<file path="src/rtl/vram_fill_if.sv">
// VRAM request/response bus between vram_fill (master) and the RAM controller (slave).
interface vram_fill_if;
  logic [14:0] vram_addr;
  logic [31:0] vram_data_in;
  logic        vram_req;
  logic        vram_write;
  logic        vram_done;
  logic        vram_ready;
  logic [31:0] vram_data_out;

  modport master (
    output vram_addr,
    output vram_data_in,
    output vram_req,
    output vram_write,
    input  vram_done,
    input  vram_ready,
    input  vram_data_out
  );

  modport slave (
    input  vram_addr,
    input  vram_data_in,
    input  vram_req,
    input  vram_write,
    output vram_done,
    output vram_ready,
    output vram_data_out
  );
endinterface

</file>
<file path="src/rtl/vram_fill.sv">
// Fills VRAM words 0..LAST_ADDR with a selectable pattern through a req/done controller.
// Define VRAM_FILL_READBACK_EN to add a verifying readback pass (error/err_addr live).
module vram_fill #(
  parameter int unsigned LAST_ADDR     = 24575,
  parameter int unsigned WORDS_PER_ROW = 32
) (
  input  logic              clk,
  input  logic              reset,
  input  logic              start,
  input  logic [1:0]        pattern,
  vram_fill_if.master       vram,
  output logic              busy,
  output logic              done,
  output logic              error,
  output logic [14:0]       err_addr
);

  typedef enum logic [2:0] {
    IDLE,
    WREQ,
    WGAP,
    RREQ,
    RGAP,
    FIN
  } state_t;

  localparam logic [14:0] LAST = 15'(LAST_ADDR);
  localparam logic [14:0] WPR  = 15'(WORDS_PER_ROW);

  state_t      state_q, state_d;
  logic [14:0] addr_q, addr_d;
  logic [1:0]  pat_q, pat_d;
  logic        err_q, err_d;
  logic [14:0] err_addr_q, err_addr_d;
  logic        req_q, req_d;
  logic        write_q, write_d;
  logic        busy_q, busy_d;
  logic        done_q, done_d;
  logic [31:0] word;

  function automatic logic [31:0] fill_word(input logic [1:0] pat, input logic [14:0] a);
    logic [14:0] row;
    logic [31:0] w;
    row = a / WPR;
    case (pat)
      2'd0:    w = '0;
      2'd1:    w = '1;
      2'd2:    w = row[0] ? 32'h5555_5555 : 32'hAAAA_AAAA;
      default: w = {17'b0, a};
    endcase
    return w;
  endfunction

  // Same word serves as write data and as the readback expectation.
  assign word = fill_word(pat_q, addr_q);

  always_comb begin
    state_d    = state_q;
    addr_d     = addr_q;
    pat_d      = pat_q;
    err_d      = err_q;
    err_addr_d = err_addr_q;
    case (state_q)
      IDLE: begin
        if (start) begin
          pat_d      = pattern;
          addr_d     = '0;
          err_d      = 1'b0;
          err_addr_d = '0;
          state_d    = WREQ;
        end
      end
      WREQ: begin
        if (vram.vram_done) state_d = WGAP;
      end
      WGAP: begin
        if (addr_q == LAST) begin
`ifdef VRAM_FILL_READBACK_EN
          // Readback walks the whole range again from word 0.
          addr_d  = '0;
          state_d = RREQ;
`else
          state_d = FIN;
`endif
        end else begin
          addr_d  = addr_q + 15'd1;
          state_d = WREQ;
        end
      end
`ifdef VRAM_FILL_READBACK_EN
      RREQ: begin
        if (vram.vram_ready) begin
          if ((vram.vram_data_out != word) && !err_q) begin
            err_d      = 1'b1;
            err_addr_d = addr_q;
          end
          state_d = RGAP;
        end
      end
      RGAP: begin
        if (addr_q == LAST) begin
          state_d = FIN;
        end else begin
          addr_d  = addr_q + 15'd1;
          state_d = RREQ;
        end
      end
`endif
      FIN:     state_d = IDLE;
      default: state_d = IDLE;
    endcase

    // Outputs are registered from the next state so nothing leaks combinationally from inputs.
    req_d   = (state_d == WREQ) || (state_d == RREQ);
    write_d = (state_d == WREQ);
    busy_d  = (state_d != IDLE) && (state_d != FIN);
    done_d  = (state_d == FIN);
  end

  always_ff @(posedge clk or posedge reset) begin
    if (reset) begin
      state_q    <= IDLE;
      addr_q     <= '0;
      pat_q      <= '0;
      err_q      <= 1'b0;
      err_addr_q <= '0;
      req_q      <= 1'b0;
      write_q    <= 1'b0;
      busy_q     <= 1'b0;
      done_q     <= 1'b0;
    end else begin
      state_q    <= state_d;
      addr_q     <= addr_d;
      pat_q      <= pat_d;
      err_q      <= err_d;
      err_addr_q <= err_addr_d;
      req_q      <= req_d;
      write_q    <= write_d;
      busy_q     <= busy_d;
      done_q     <= done_d;
    end
  end

`ifndef VRAM_FILL_READBACK_EN
  logic unused_rd;
  assign unused_rd = ^{vram.vram_ready, vram.vram_data_out};
`endif

  assign vram.vram_addr    = addr_q;
  assign vram.vram_data_in = word;
  assign vram.vram_req     = req_q;
  assign vram.vram_write   = write_q;
  assign busy              = busy_q;
  assign done              = done_q;
  assign error             = err_q;
  assign err_addr          = err_addr_q;

endmodule

</file>
<file path="src/flat_wrapper.sv">
// flat-port wrapper written by rule: the top's interface ports become plain ports
module vram_fill_flat 
#(
  parameter int unsigned LAST_ADDR     = 24575,
  parameter int unsigned WORDS_PER_ROW = 32
)
  (clk, reset, start, pattern, busy, done, error, err_addr, vram_vram_addr, vram_vram_data_in, vram_vram_req, vram_vram_write, vram_vram_done, vram_vram_ready, vram_vram_data_out);
  vram_fill_if vram_i ();
  input  logic clk;
  input  logic reset;
  input  logic start;
  input  logic [1:0] pattern;
  output logic busy;
  output logic done;
  output logic error;
  output logic [14:0] err_addr;
  output wire logic [$bits(vram_i.vram_addr)-1:0] vram_vram_addr;
  output wire logic [$bits(vram_i.vram_data_in)-1:0] vram_vram_data_in;
  output wire logic [$bits(vram_i.vram_req)-1:0] vram_vram_req;
  output wire logic [$bits(vram_i.vram_write)-1:0] vram_vram_write;
  input wire logic [$bits(vram_i.vram_done)-1:0] vram_vram_done;
  input wire logic [$bits(vram_i.vram_ready)-1:0] vram_vram_ready;
  input wire logic [$bits(vram_i.vram_data_out)-1:0] vram_vram_data_out;
  assign vram_vram_addr = vram_i.vram_addr;
  assign vram_vram_data_in = vram_i.vram_data_in;
  assign vram_vram_req = vram_i.vram_req;
  assign vram_vram_write = vram_i.vram_write;
  assign vram_i.vram_done = vram_vram_done;
  assign vram_i.vram_ready = vram_vram_ready;
  assign vram_i.vram_data_out = vram_vram_data_out;
  vram_fill #(.LAST_ADDR(LAST_ADDR), .WORDS_PER_ROW(WORDS_PER_ROW)) u_core (.clk(clk), .reset(reset), .start(start), .pattern(pattern), .vram(vram_i), .busy(busy), .done(done), .error(error), .err_addr(err_addr));
endmodule
</file>
<file path="config.mk">
export PLATFORM = sky130hd
export DESIGN_NAME = vram_fill_flat
export DESIGN_NICKNAME = d
export VERILOG_FILES = /design/src/rtl/vram_fill_if.sv /design/src/rtl/vram_fill.sv /design/src/flat_wrapper.sv
export SDC_FILE = /design/constraint.sdc
export NUM_CORES = 1
export LEC_CHECK = 0
export ABC_CLOCK_PERIOD_IN_PS = 1770
export CAP_MARGIN = 20
export CELL_PAD_IN_SITES_DETAIL_PLACEMENT = 1
export CELL_PAD_IN_SITES_GLOBAL_PLACEMENT = 2
export CORE_MARGIN = 4
export CORE_UTILIZATION = 17
export DETAILED_ROUTE_END_ITERATION = 6
export PLACE_DENSITY_LB_ADDON = 0.12
export SETUP_SLACK_MARGIN = 0.3
export SLEW_MARGIN = 10
export SYNTH_ARGS = -nofsm -noshare
export SYNTH_HDL_FRONTEND = slang
export SYNTH_SLANG_ARGS = --single-unit
</file>
<file path="constraint.sdc">
create_clock -name clk -period 1.77 [get_ports clk]
set_input_delay 0.354 -clock clk [delete_from_list [all_inputs] [get_ports clk]]
set_output_delay 0.354 -clock clk [all_outputs]
set_load 0.01 [all_outputs]
</file>
==> results of run 1 <==
==> worst max-delay path, cell delays in order, from the launching register on <==
cell and delay [ns]:
dfrtp_1 0.43, buf_6 0.13, a21o_1 0.17, buf_12 0.14, o21a_1 0.11, buf_2 0.14
==> metal layers <==
| layer | vias to the layer above | wire length, um | global-route usage |
|---|---|---|---|
| met5 | - | 0 | 0 |
| met2 | 45 | 3000 | 0.190 |
| li1 | 824 | - | - |
| met4 | 0 | 36 | 0.0178 |
| met3 | 2 | 324 | 0.0233 |
| met1 | 833 | 2830 | 0.137 |
==> cells in the mapped netlist, types with 4 or more instances <==
master    number  area, sq um
buf_4         31          233
dfrtp_1       24          601
o21a_1        16          120
nand2_1       14         52.6
a21oi_1        8         40.0
o21ai_0        7         35.0
nand4_1        6         37.5
nor2_1         5         18.8
clkbuf_1       4         15.0
nand2b_1       4         25.0
nand3_1        4         20.0
==> power by group through the flow <==
stage	combinational, mW	sequential, mW	clock [mW]
6_report	2.66	0.760	0.401
5_1_grt	2.88	0.781	0.445
4_1_cts	2.64	0.762	0.428
3_5_place_dp	2.51	0.769	0
3_3_place_gp	2.52	0.769	0
2_1_floorplan	1.18	0.804	0
==> cell families (layout without fill, tap and decap cells) <==
family,Yosys count,after routing,synth area share
adders and majority gates,1,1,0.00779
muxes,2,2,0.0125
AOI/OAI and AO/OA,48,49,0.209
other,1,16,0.00233
DFF,24,24,0.374
xor gates and xnor gates,1,1,0.00545
buffers and inverters,38,138,0.161
and+or+nand+nor,57,57,0.228
==> what timing repair did <==
item	CTS	global route
gates resized for setup	220	32
setup buffers	24	7
pin swaps	26	17
cloned	1	0
endpoints found under the setup margin	70	63
endpoints found under the hold margin	0	0
==> sequential cells by signal, summed over array words and instances, names as in the netlist <==
signal / cells
u_core.vram.vram_write: 1
u_core.vram.vram_addr: 15
u_core.busy: 1
u_core.pat_q: 2
u_core.vram.vram_req: 1
u_core.done: 1
u_core.state_q: 3
==> worst max path at each step <==
stage | end | slack, ns
2_1_floorplan | u_core.vram.vram_addr[11] | 0.11
6_report | vram_vram_data_in[4] | 0.01
3_3_place_gp | u_core.vram.vram_addr[8] | -0.32
4_1_cts | vram_vram_data_in[6] | -0.03
5_1_grt | vram_vram_data_in[19] | -0.05
3_5_place_dp | u_core.vram.vram_addr[3] | -0.31
==> stage by stage <==
| stage | instances | worst slack (ns) | hold slack, ns | setup TNS, ns |
|---|---|---|---|---|
| global route | 417 | -0.0545 | 0.475 | -0.560 |
| floorplan | 187 | 0.110 | 0.368 | 0 |
| CTS | 410 | -0.0256 | 0.451 | -0.126 |
| finish | 417 | 0.00992 | 0.431 | 0 |
| detailed placement | 381 | -0.314 | 0.583 | -4.05 |
| global placement | 381 | -0.320 | 0.576 | -3.62 |
==> cell type report <==
type                            instances  area [sq um]
Fill cell                            1059          6210
Timing Repair Buffer                  131          1150
Multi-Input combinational cell        126          1040
Sequential cell                        24           614
Tap cell                              129           161
Clock buffer                            4          55.1
Inverter                                3          11.3
==> flow_summary.yaml, run 1 <==
run_status:
  status: "completed"
min_path:
  hold_path_class: "in -> async"
setup_path:
  required_ns: 1.42
  r2r-start: "u_core.state_q[0]"
  r2r-end: "u_core.vram.vram_addr[11]"
  path_max_fanout: 8
  cp-end-kind: "output pin"
  crit_arrival_ns: 1.41
  reg2regPathDepth: 5
  start_kind: "flop"
  crit_path_start: "u_core.pat_q[1]"
  timing.reg2reg.setup_slack_ns: 0.12
  crit_type: "reg -> out"
clock_tree:
  cts.clk_slew.worst_paths_ns: 0.10
  ctsRootBufferMaster: "clkbuf_8"
  cts_made_buffers: 3
  cts_buffer_depth: 2
  cts_hold_buf: 0
  cts_tree: "built"
  cts_sinks: 24
  cts-htree-levels: 1
  insertion_delay_ns: 0.27
placed_design:
  portBuffers: 56
  place_area_sq_um: 2530
  place.gp.congestion: 0.716
  place_hpwl_um: 4220
floorplanning:
  die_width_um: 105
  core-area_sq_um: 9240
  placementRows: 35
  initial_core_util: 0.174
  die_area_sq_um: 11100
  io_pins: 106
  die_y_um: 105
timing:
  slew_violations: 0
  min_period_over_period: 0.994
  final.min_clock_period_ns: 1.76
  max_freq_mhz: 568
  rsz0062_at_grt: "yes"
  skew_ns: 0.00902
  final-hold-violation-count: 0
  setup_viol: 0
pwr:
  p_leak_nw: 1.38
  p_per_area_nw_per_um2: 1260
  pwr-share-seq: 0.199
  p_sw_mw: 1.53
  switching_share: 0.400
  internal_power_mw: 2.30
  peakVddDrop_v: 0.000455
  clockPowerShare: 0.105
  power.total_mw: 3.82
  p_comb_frac: 0.697
layout:
  layout_commonest_cell: "buf_4"
  area_growth_syn_to_layout_pct: 88.4
  layout.nets: 329
  n_antenna_cell: 0
  final_util: 0.328
  layout-drive-gt1-share: 0.597
  final_cell_mix: "buf_4, buf_6, buf_2"
  final_area_sq_um: 3030
detailed_routing:
  wl_per_cell_um: 14.8
  firstDrtPassIters: 4
  antenna_left: 0
  drt_iter0_markers: 32
  drc: 0
  routed_via_density: 4.09
  vias: 1704
  wirelength_um: 6190
grt:
  grt_use_total: 0.108
  antenna_found_initial: 0
  grt_pass1_vias: 1774
  grt_pass1_wl_um: 9560
  grt_max_degree: 25
  overflow: 0
synthesis:
  syn_area_per_cell_sq_um: 9.34
  ys.warnings.count: 0
  async_flop_share: 1.00
  synth_top_flop_cell: "dfrtp_1"
  seq_area_frac_synth: 0.374
  synth_area_sq_um: 1610
  syn_inst: 172
  synth_cell_types: 46
  synth_edf_count: 0
  yosys_register_bits: 24
flow_run:
  drv_cap: 0
Power figures use the tool's default switching activity.
==> run 2, diff against run 1 <==
ABC_AREA = 1   (was unset)
CORE_UTILIZATION = 16   (was 17)
==> run 2 against run 1 <==
  * Non-clock buffer count decreased by 23
  * Maximum frequency grew 4.9%
  * Design area shrank 0.21%
  * Sequential share of layout area fell by 0.17 points
  * Cell count rose by 12%
  * Sequential power is 4.5% lower
  * Routed wire length up 6.9%
  * Die area is 11% higher
  * Critical path type unchanged
  * Critical endpoint is now vram_vram_data_in[16]
==> flow_summary.yaml, run 2 <==
pwr:
  p_leak_nw: 1.43
  peakVddDrop_v: 0.000695
  p_per_area_nw_per_um2: 1400
detailed_routing:
  wl_per_cell_um: 14.2
  wirelength_um: 6620
  drt_iter0_markers: 56
  routed_via_density: 3.91
  antenna_left: 0
  firstDrtPassIters: 4
  vias: 1819
  drc: 0
layout:
  register_area_sq_um: 608
  area_growth_syn_to_layout_pct: 77.8
  final_area_sq_um: 3020
  layout_commonest_cell: "buf_4"
  n_antenna_cell: 0
  instances_no_fill: 465
  fillers: 1232
  largest_reg_flops: 15
  layout.nets: 370
  multiInputGateArea_sq_um: 1100
  final_cell_mix: "buf_4, buf_6, nand2_1"
  layout-drive-gt1-share: 0.529
  final_util: 0.293
floorplanning:
  io_pins: 106
  core-area_sq_um: 10300
  initial_core_util: 0.165
  placementRows: 37
  die_area_sq_um: 12300
  die_y_um: 111
  die_width_um: 111
synthesis:
  synth_area_sq_um: 1700
  seq_area_frac_synth: 0.353
  synth_top_flop_cell: "dfrtp_1"
  synth_compound_gate_area_share: 0.102
  synth_simple_gate_area_frac: 0.322
  synthMuxAreaShare: 0
  synth_most_common_cell: "nand2_1"
  synth_top_area_cell: "dfrtp_1"
  yosysTopAreaCellShare: 0.353
  async_flop_share: 1.00
  ys.warnings.count: 0
  synth_adder_area_share: 0.00736
  synth.area.top_cells: "dfrtp_1, buf_4, nand2_1"
  synth_edf_count: 0
  yosys_register_bits: 24
  syn_inst: 234
  synth_commonest_cells: "nand2_1, buf_4, inv_1"
  synth_top_family_by_area: "simple AND/OR/NAND/NOR gates"
  syn_area_per_cell_sq_um: 7.26
  synth_cell_types: 24
  synth-xor-area-share: 0.00515
setup_path:
  path_max_fanout: 7
  required_ns: 1.42
  slowest_delay_ns: 0.45
  start_kind: "flop"
  crit_chain: "inv_2 > nand2_2 > nand2_2 > buf_6 > buf_12 > buf_6"
  crit_type: "reg -> out"
  cp-end-kind: "output pin"
  crit_arrival_ns: 1.32
  cpMaxStageDelayCell: "dfrtp_2"
placed_design:
  portBuffers: 56
  place_hpwl_um: 4790
  place_area_sq_um: 2460
  place_ws_ns: -0.112
  place.gp.congestion: 0.752
  placed_cells: 434
grt:
  grt_use_total: 0.107
  grt_util_met3: 0.0186
  grt_pass1_wl_um: 10500
  grt_max_degree: 25
  globalRouteMet2Util: 0.176
  grt_pass1_vias: 1954
  overflow: 0
  grt_busiest_layer: "met2"
  antenna_found_initial: 0
  grt_use_met1: 0.142
clock_tree:
  cts_sinks: 24
  cts-htree-levels: 1
  cts_tree: "built"
  cts_buffer_depth: 2
  cts_hold_buf: 0
  cts.clk_slew.worst_paths_ns: 0.10
  ctsRootBufferMaster: "clkbuf_8"
  cts_made_buffers: 3
  insertion_delay_ns: 0.28
timing:
  skew_ns: 0.00538
  slew_violations: 0
  final-hold-violation-count: 0
  hold_slack_ns: 0.428
  rsz0062_at_grt: "yes"
  setup_viol: 0
  max_freq_mhz: 596
  final.min_clock_period_ns: 1.68
  min_period_over_period: 0.948
  fin_ws_ns: 0.0919
flow_run:
  drv_cap: 0
min_path:
  hold_path_class: "in -> async"
run_status:
  status: "completed"
==> run 2: cell count changes in the layout (fill, tap and decap cells not counted), moves of 13 or more <==
cell,delta
nand2_2,+14
inv_1,+18
nand3_1,+14
o21ai_2,+13
nand2_1,+18
nor2_1,+17
buf_4,-13
o21a_1,-16
==> run 2: kinds of logic after synthesis <==
kind of cell | count (synthesis)
other | 1
and+or+nand+nor | 116
adders and majority gates | 1
xor gates and xnor gates | 1
buffers and inverters | 61
DFF | 24
AOI/OAI and AO/OA | 30
==> run 2: path summary, 6_finish.rpt <==
| path | startpoint | endpoint | slack [ns] | cells after the start |
|---|---|---|---|---|
| setup / recovery | u_core.pat_q[1] | vram_vram_data_in[16] | 0.09 | 6 |
| hold / removal | reset | u_core.vram.vram_addr[3] | 0.43 | 3 |
| setup reg to reg | u_core.vram.vram_addr[5] | u_core.busy | 0.26 | 9 |
| hold reg to reg | u_core.state_q[0] | u_core.state_q[1] | 0.57 | 2 |
| max in group asynchronous | reset | u_core.vram.vram_addr[5] | 1.06 | 3 |
| min in group clk | u_core.state_q[0] | u_core.state_q[1] | 0.57 | 2 |
==> run 2: stage by stage <==
step           power [mW]  setup TNS (ns)
3_5_place_dp         3.06           -1.22
4_1_cts              3.82               0
2_1_floorplan        1.90               0
5_1_grt              4.54               0
6_report             4.24               0
3_3_place_gp         3.04           -1.18
==> run 2: timing repair <==
action / CTS / global route
cloned: 3 / 1
endpoints found under the setup margin: 69 / 58
buffers inserted: 18 / 5
hold endpoints to repair: 0 / 0
gates resized for setup: 227 / 67
pin swaps: 12 / 12
==> run 2: layer usage <==
metal,up-vias,part of all wire
li1,900,-
met1,864,0.46
met2,50,0.47
met3,5,0.050
met4,0,0.013
met5,-,0
==> run 2: final cells by class <==
cell class                      instances  area share
Clock buffer                            3      0.0137
Clock inverter                          1     0.00994
Inverter                               27      0.0369
Multi-Input combinational cell        166       0.365
Sequential cell                        24       0.201
Tap cell                              136      0.0563
Timing Repair Buffer                  108       0.316
==> run 2: report_power, final <==
| group | internal (mW) | switching (mW) |
|---|---|---|
| registers | 0.651 | 0.0757 |
| clock network | 0.303 | 0.212 |
| logic | 1.47 | 1.52 |
| total | 2.43 | 1.81 |
==> run 2: worst max-delay path, delay by kind of cell, from the launching register on <==
| family | cells | cell delay [ns] |
|---|---|---|
| buf+inv | 4 | 0.41 |
| flops | 1 | 0.45 |
| simple gates | 2 | 0.18 |
==> run 3, diff against run 2 <==
GPL_ROUTABILITY_DRIVEN = 0   (was unset)
==> results of run 3 <==
No change in the layout: final DEF, timing and power equal those of run 2.
